### config.mk
export PLATFORM = sky130hd
export DESIGN_NAME = dac_offset_cal
export DESIGN_NICKNAME = d
export VERILOG_FILES = /design/src/rtl/dac_ctrl_pkg.sv /design/src/rtl/dark_accum.sv /design/src/rtl/dac_offset_cal.sv
export SDC_FILE = /design/constraint.sdc
export NUM_CORES = 1
export LEC_CHECK = 0
export ABC_CLOCK_PERIOD_IN_PS = 3000
export BUFFER_PORTS_ARGS = -buffer_cell sky130_fd_sc_hd__buf_4
export CORE_AREA = 2 2 214 111
export DETAILED_ROUTE_END_ITERATION = 6
export DIE_AREA = 0 0 216 113
export GPL_TIMING_DRIVEN = 0
export SYNTH_ARGS = -nofsm -noshare
export SYNTH_HDL_FRONTEND = slang
export SYNTH_HIERARCHICAL = 1
export SYNTH_SLANG_ARGS = --single-unit
### constraint.sdc
create_clock -name clk_100M -period 3 [get_ports clk_100M]
set_clock_uncertainty 0.05 [all_clocks]
set_input_delay 0.6 -clock clk_100M [delete_from_list [all_inputs] [get_ports clk_100M]]
set_output_delay 0.6 -clock clk_100M [all_outputs]
set_load 0.05 [all_outputs]
### src/rtl/dac_ctrl_pkg.sv
// Shared types and widths for the DAC offset calibration slice.
package dac_ctrl_pkg;

  localparam int DAC_W = 16;
  localparam int ADC_W = 16;

  typedef enum logic [2:0] {
    IDLE,
    TRIAL,
    SETTLE,
    ACCUM,
    DECIDE,
    FINISH
  } cal_state_t;

endpackage

### src/rtl/dark_accum.sv
// Dark-sample accumulator: sample counter, running sum and inter-sample
// timeout watchdog for one calibration trial.
module dark_accum
  import dac_ctrl_pkg::*;
#(
  parameter int AVG_LOG2       = 4,
  parameter int TIMEOUT_CYCLES = 1000000
) (
  input  logic                      clk_100M,
  input  logic                      rst_n,
  input  logic                      clear,
  input  logic                      enable,
  input  logic                      sample,
  input  logic [ADC_W-1:0]          data,
  output logic [ADC_W+AVG_LOG2-1:0] sum_out,
  output logic                      full,
  output logic                      timeout
);

  localparam int SUM_W = ADC_W + AVG_LOG2;
  localparam int CNT_W = AVG_LOG2 + 1;
  localparam int TMO_W = $clog2(TIMEOUT_CYCLES + 1);
  localparam logic [CNT_W-1:0] N_SAMPLES = CNT_W'(2 ** AVG_LOG2);
  localparam logic [TMO_W-1:0] TMO_LOAD  = TMO_W'(TIMEOUT_CYCLES - 1);

  logic [CNT_W-1:0] cnt;
  logic [TMO_W-1:0] tmo_cnt;
  logic             accept;

  // Once the trial has its samples, further strobes are dropped.
  assign full    = (cnt == N_SAMPLES);
  assign accept  = enable && sample && !full;
  assign timeout = enable && !full && !accept && (tmo_cnt == '0);

  // Sum/count on accepted samples; watchdog reloads on every accepted sample.
  always_ff @(posedge clk_100M or negedge rst_n) begin
    if (!rst_n) begin
      cnt     <= '0;
      sum_out <= '0;
      tmo_cnt <= TMO_LOAD;
    end else if (clear) begin
      cnt     <= '0;
      sum_out <= '0;
      tmo_cnt <= TMO_LOAD;
    end else if (accept) begin
      cnt     <= cnt + CNT_W'(1);
      sum_out <= sum_out + SUM_W'(data);
      tmo_cnt <= TMO_LOAD;
    end else if (enable && !full && tmo_cnt != '0) begin
      tmo_cnt <= tmo_cnt - TMO_W'(1);
    end
  end

endmodule

### src/rtl/dac_offset_cal.sv
// Black-level offset calibration: 16-step SAR search on the DAC offset
// code, averaging dark ADC samples per trial.
//
// state  | meaning
// IDLE   | outputs follow host / calibrated values, wait for start
// TRIAL  | present code | (1 << bit) to the DAC with cal_gain
// SETTLE | wait SETTLE_CYCLES for the DAC frame and analog settling
// ACCUM  | sum 2^AVG_LOG2 dark samples, watchdog running
// DECIDE | compare mean with target, keep or drop the trial bit
// FINISH | publish result, pulse done
module dac_offset_cal
  import dac_ctrl_pkg::*;
#(
  parameter int SETTLE_CYCLES  = 20000,
  parameter int AVG_LOG2       = 4,
  parameter int TIMEOUT_CYCLES = 1000000,
  parameter bit OFFSET_POL     = 1'b0
) (
  input  logic             clk_100M,
  input  logic             rst_n,
  input  logic             start,
  input  logic             abort,
  input  logic             manual,
  input  logic [DAC_W-1:0] host_offset,
  input  logic [DAC_W-1:0] host_gain,
  input  logic [DAC_W-1:0] cal_gain,
  input  logic [ADC_W-1:0] target,
  input  logic             adc_valid,
  input  logic             adc_dark,
  input  logic [ADC_W-1:0] adc_data,
  output logic [DAC_W-1:0] offset,
  output logic [DAC_W-1:0] gain,
  output logic             busy,
  output logic             done,
  output logic [DAC_W-1:0] cal_offset,
  output logic             cal_valid,
  output logic             error
);

  localparam int SET_W = $clog2(SETTLE_CYCLES + 1);
  localparam int BIT_W = $clog2(DAC_W);
  localparam logic [SET_W-1:0] SETTLE_LOAD = SET_W'(SETTLE_CYCLES - 1);

  cal_state_t                state, state_nxt;
  logic [DAC_W-1:0]          code;
  logic [DAC_W-1:0]          trial;
  logic [BIT_W-1:0]          bit_idx;
  logic [SET_W-1:0]          settle_cnt;
  logic [ADC_W+AVG_LOG2-1:0] acc_sum;
  logic [ADC_W-1:0]          mean;
  logic                      acc_clear, acc_full, acc_timeout, keep;

  assign trial = code | (DAC_W'(1) << bit_idx);
  assign mean  = ADC_W'(acc_sum >> AVG_LOG2);
  assign keep  = OFFSET_POL ? (mean >= target) : (mean <= target);

  dark_accum #(
    .AVG_LOG2      (AVG_LOG2),
    .TIMEOUT_CYCLES(TIMEOUT_CYCLES)
  ) u_dark_accum (
    .clk_100M(clk_100M),
    .rst_n   (rst_n),
    .clear   (acc_clear),
    .enable  (state == ACCUM),
    .sample  (adc_valid & adc_dark),
    .data    (adc_data),
    .sum_out (acc_sum),
    .full    (acc_full),
    .timeout (acc_timeout)
  );

  // State register.
  always_ff @(posedge clk_100M or negedge rst_n) begin
    if (!rst_n) state <= IDLE;
    else        state <= state_nxt;
  end

  // Next-state logic; abort wins over everything outside IDLE.
  always_comb begin
    state_nxt = state;
    acc_clear = 1'b0;
    if (abort && state != IDLE) begin
      state_nxt = IDLE;
    end else begin
      case (state)
        IDLE:   if (start) state_nxt = TRIAL;
        TRIAL:  state_nxt = SETTLE;
        SETTLE: if (settle_cnt == '0) begin
                  state_nxt = ACCUM;
                  acc_clear = 1'b1;
                end
        ACCUM:  if (acc_timeout)   state_nxt = IDLE;
                else if (acc_full) state_nxt = DECIDE;
        DECIDE: state_nxt = (bit_idx == '0) ? FINISH : TRIAL;
        FINISH: state_nxt = IDLE;
        default: state_nxt = IDLE;
      endcase
    end
  end

  // Datapath and registered outputs; DAC inputs move only in IDLE or TRIAL.
  always_ff @(posedge clk_100M or negedge rst_n) begin
    if (!rst_n) begin
      offset     <= '0;
      gain       <= '0;
      busy       <= 1'b0;
      done       <= 1'b0;
      cal_offset <= '0;
      cal_valid  <= 1'b0;
      error      <= 1'b0;
      code       <= '0;
      bit_idx    <= '0;
      settle_cnt <= '0;
    end else begin
      done <= 1'b0;
      if (abort && state != IDLE) begin
        busy <= 1'b0;
      end else begin
        case (state)
          IDLE: begin
            offset <= (manual || !cal_valid) ? host_offset : cal_offset;
            gain   <= host_gain;
            if (start) begin
              busy    <= 1'b1;
              error   <= 1'b0;
              code    <= '0;
              bit_idx <= BIT_W'(DAC_W - 1);
            end
          end
          TRIAL: begin
            offset     <= trial;
            gain       <= cal_gain;
            settle_cnt <= SETTLE_LOAD;
          end
          SETTLE: if (settle_cnt != '0) settle_cnt <= settle_cnt - SET_W'(1);
          ACCUM: if (acc_timeout) begin
            error <= 1'b1;
            busy  <= 1'b0;
          end
          DECIDE: begin
            if (keep) code <= trial;
            if (bit_idx != '0) bit_idx <= bit_idx - BIT_W'(1);
          end
          FINISH: begin
            cal_offset <= code;
            cal_valid  <= 1'b1;
            done       <= 1'b1;
            busy       <= 1'b0;
          end
          default: busy <= 1'b0;
        endcase
      end
    end
  end

endmodule
==> summary.md <==
| Metric | Value |
|---|---|
| Worst EP required | `3.29 ns` |
| Instance count on the critical path | `8` |
| Cts hold-fix bufs | `0` |
| Synth warn | `6` |
| Drt pass-1 iters | `7` |
| Syn Inst Count | `857` |
| Pwr Density | `926 nW/µm²` |
| Hpwl dp | `16900 µm` |
| Core Area | `22400 µm²` |
| Most common library cell in the layout ignoring fill and taps | `nand2_1` |
| Area contributors post-synth | `dfrtp_1 40%, nand2_1 8.1%, ha_1 6.9%` |
| Vias/cell | `5.07` |
| Total negative slack | `0 ns` |
| Worst Path Arrival | `3.16 ns` |
| Most frequent cells in the layout | `167 x nand2_1, 138 x buf_4, 123 x dfrtp_1` |
| CP peak stage delay | `0.62 ns` |
| CTS tree | `done` |
| Async SR Flop Fraction | `1.00` |
| Yosys top cell area share | `0.397` |
| Count of different cell masters after synthesis | `67` |
| Initial core utilization | `0.346` |
| FF+latch count, synth | `135` |
| Failing checks | `design-rule violations` |
| Post-route ant nets | `0` |
| Class of the worst hold path | `input port to asynchronous set/reset pin` |
| EDFF count, synth | `0` |
| Rel. slew slack | `0.536` |
| Placed insts | `1303` |
| Residual DRC count | `1` |
| Post-synth top area cell | `dfrtp_1` |
| Top_reg_cell synth | `dfrtp_1` |
| H-tree levels | `4` |
| Total grt overflow | `0` |
| Via count | `6773` |
| Slew at the pin with the worst max-slew slack | `0.687 ns` |
| Final GP Congestion | `0.882` |
| Initial antenna violation count | `1` |
| Multi-input logic area | `4090 µm²` |
| MaxCap Viol Count | `0` |
| Fin. Hold Viols | `0` |
| Post-Syn Area | `7760 µm²` |
| Max Buffers Root-to-Sink | `2` |
| Slew Viols, Final | `0` |
| Layout Cells excl Fill | `1335` |
| Crit path buf inv count | `2` |
| Final min period | `2.87 ns` |
| Final setup vio count | `0` |
| Status | `complete, but fails checks` |
| Quantity of gates resized following cts | `0` |
| Post-synthesis sequential area ratio | `0.437` |
| Area added between synthesis and finish | `26.7%` |
| RSZ-0062 raised after global routing | `false` |
| All-Layer GR Usage | `0.190` |
| Pleak | `4.47 nW` |
| Clk Latency, worst-skew pair | `0.43 ns` |
| Reg2Reg Setup Slack | `0.13 ns` |
| Setup bufs post-CTS | `0` |
| Die Ht | `113 µm` |
| Post-Route WL | `22400 µm` |
| Largest net degree at the start of global routing | `91` |
| Syn_nets | `988` |
| Clk root buf | `clkbuf_16` |
| Number of port buffers | `138` |
| Crit path cell chain | `inv_1 -> ha_1 -> nor4bb_1 -> nand2b_1 -> nor2_1 -> nor2_1 -> buf_2 -> nand3_1` |
| First-pass GRT wire length | `36000 µm` |
| Fin nets | `1146` |
| Crit path max-delay cell type | `nor4bb_1` |
| Total power | `9.10 mW` |
| Wire length per cell | `16.8 µm` |
| Worst Path Max Fanout | `10` |
| Layout cell share with drive strength beyond 1 | `0.243` |
| Sink Count | `135` |
| Die Wd | `216 µm` |
| Cells on worst reg2reg path | `8` |
| Kind of critical path | `register to register` |
| Num CTS Buffers | `17` |
| I/O pin cnt | `139` |
| Crit share post-route | `0.957` |
| VDD IR max | `0.000443 V` |
| Crit path max-delay family | `simple AND/OR/NAND/NOR gates` |
| Worst Setup End Kind | `register` |
| Pre-CTS WS | `-0.148 ns` |
| CP startpoint kind | `register` |
| Initial DRC count | `523` |
| Clock Pin Slew Worst Setup and Hold Paths | `0.06 ns` |
| Diode count | `0` |
| Vias in the first global route | `6315` |
| Register area | `3390 µm²` |
| Max Clk Rate | `348 MHz` |
| FP Rows | `39` |
| Die area | `24400 µm²` |
| Final WS setup | `0.128 ns` |
| Most frequent cell on the critical path | `nor2_1` |
| FILL cells | `2179` |
| Syn_area_per_cell | `9.05 µm²` |
kinds of logic (layout without fill, tap and decap cells):
| logic type | count (synthesis) | after routing | share of synthesized area |
|---|---|---|---|
| AND/OR/NAND/NOR | 371 | 371 | 0.235 |
| AO/OA/AOI/OAI | 183 | 183 | 0.149 |
| flip-flops | 135 | 135 | 0.437 |
| buffers and inverters | 69 | 240 | 0.0371 |
| adder cells (fa/ha/maj) | 44 | 44 | 0.0719 |
| XOR/XNOR | 38 | 38 | 0.0453 |
| multiplexers | 17 | 17 | 0.0247 |
area by class of cell:
cell class                      instances  share of cell area
Inverter                               30              0.0115
Multi-Input combinational cell        653               0.416
Clock inverter                         12              0.0154
Tap cell                              307              0.0391
Buffer                                 39              0.0178
Clock buffer                           20              0.0465
Timing Repair Buffer                  139               0.109
Sequential cell                       135               0.345
through the flow:
stage / area (µm²) / hold WS [ns] / utilization
finish: 9830 / 0.0545 / 0.438
global route: 9830 / 0.0619 / 0.438
CTS: 9820 / 0.0552 / 0.437
detailed placement: 9210 / 0.425 / 0.410
global placement: 9180 / 0.418 / 0.409
floorplan: 7760 / 0.254 / -
flip-flops by register name, indices dropped and copies added, names as in the netlist, 4 cells and up:
signal	flops
settle_cnt	15
gain	16
offset	16
cal_offset	16
code	16
u_dark_accum/sum_out	20
u_dark_accum/cnt	5
u_dark_accum/tmo_cnt	20
bit_idx	4
worst paths after layout:
check,startpoint,to
setup / recovery,u_dark_accum/cnt[0],u_dark_accum/tmo_cnt[17]
hold / removal,rst_n,u_dark_accum/sum_out[1]
setup reg to reg,u_dark_accum/cnt[0],u_dark_accum/tmo_cnt[17]
hold reg to reg,offset[14],offset[14]
max in group asynchronous,rst_n,u_dark_accum/tmo_cnt[9]
min in group clk_100M,cal_gain[4],gain[4]
Yosys cell counts, types with 17 or more instances:
library cell / n
mux2_2: 17
clkbuf_1: 23
nand2_1: 167
nor2_1: 67
nand3_1: 17
xnor2_1: 22
o21ai_0: 57
a21oi_1: 44
a31oi_1: 19
inv_1: 30
dfrtp_1: 123
ha_1: 43
metal layers:
layer	track usage	routed length (µm)	vias to the layer above
met1	0.309	12600	3235
met3	0.0667	1750	13
met4	0.0384	147	0
li1	-	-	3334
met2	0.231	7970	191
met5	0	0	-
power breakdown:
part	total (mW)	switching, mW	internal [mW]
Clock	2.18	0.833	1.35
Sequential	2.71	0.383	2.32
Combinational	4.21	2.76	1.46
worst register-to-register path: stages (launching register included):
cell and delay, ns:
dfrtp_1 0.43, inv_1 0.08, ha_1 0.14, nor4bb_1 0.62, nand2b_1 0.32, nor2_1 0.12, nor2_1 0.53, buf_2 0.38
nand3_1 0.12
Power figures use the tool's default switching activity.
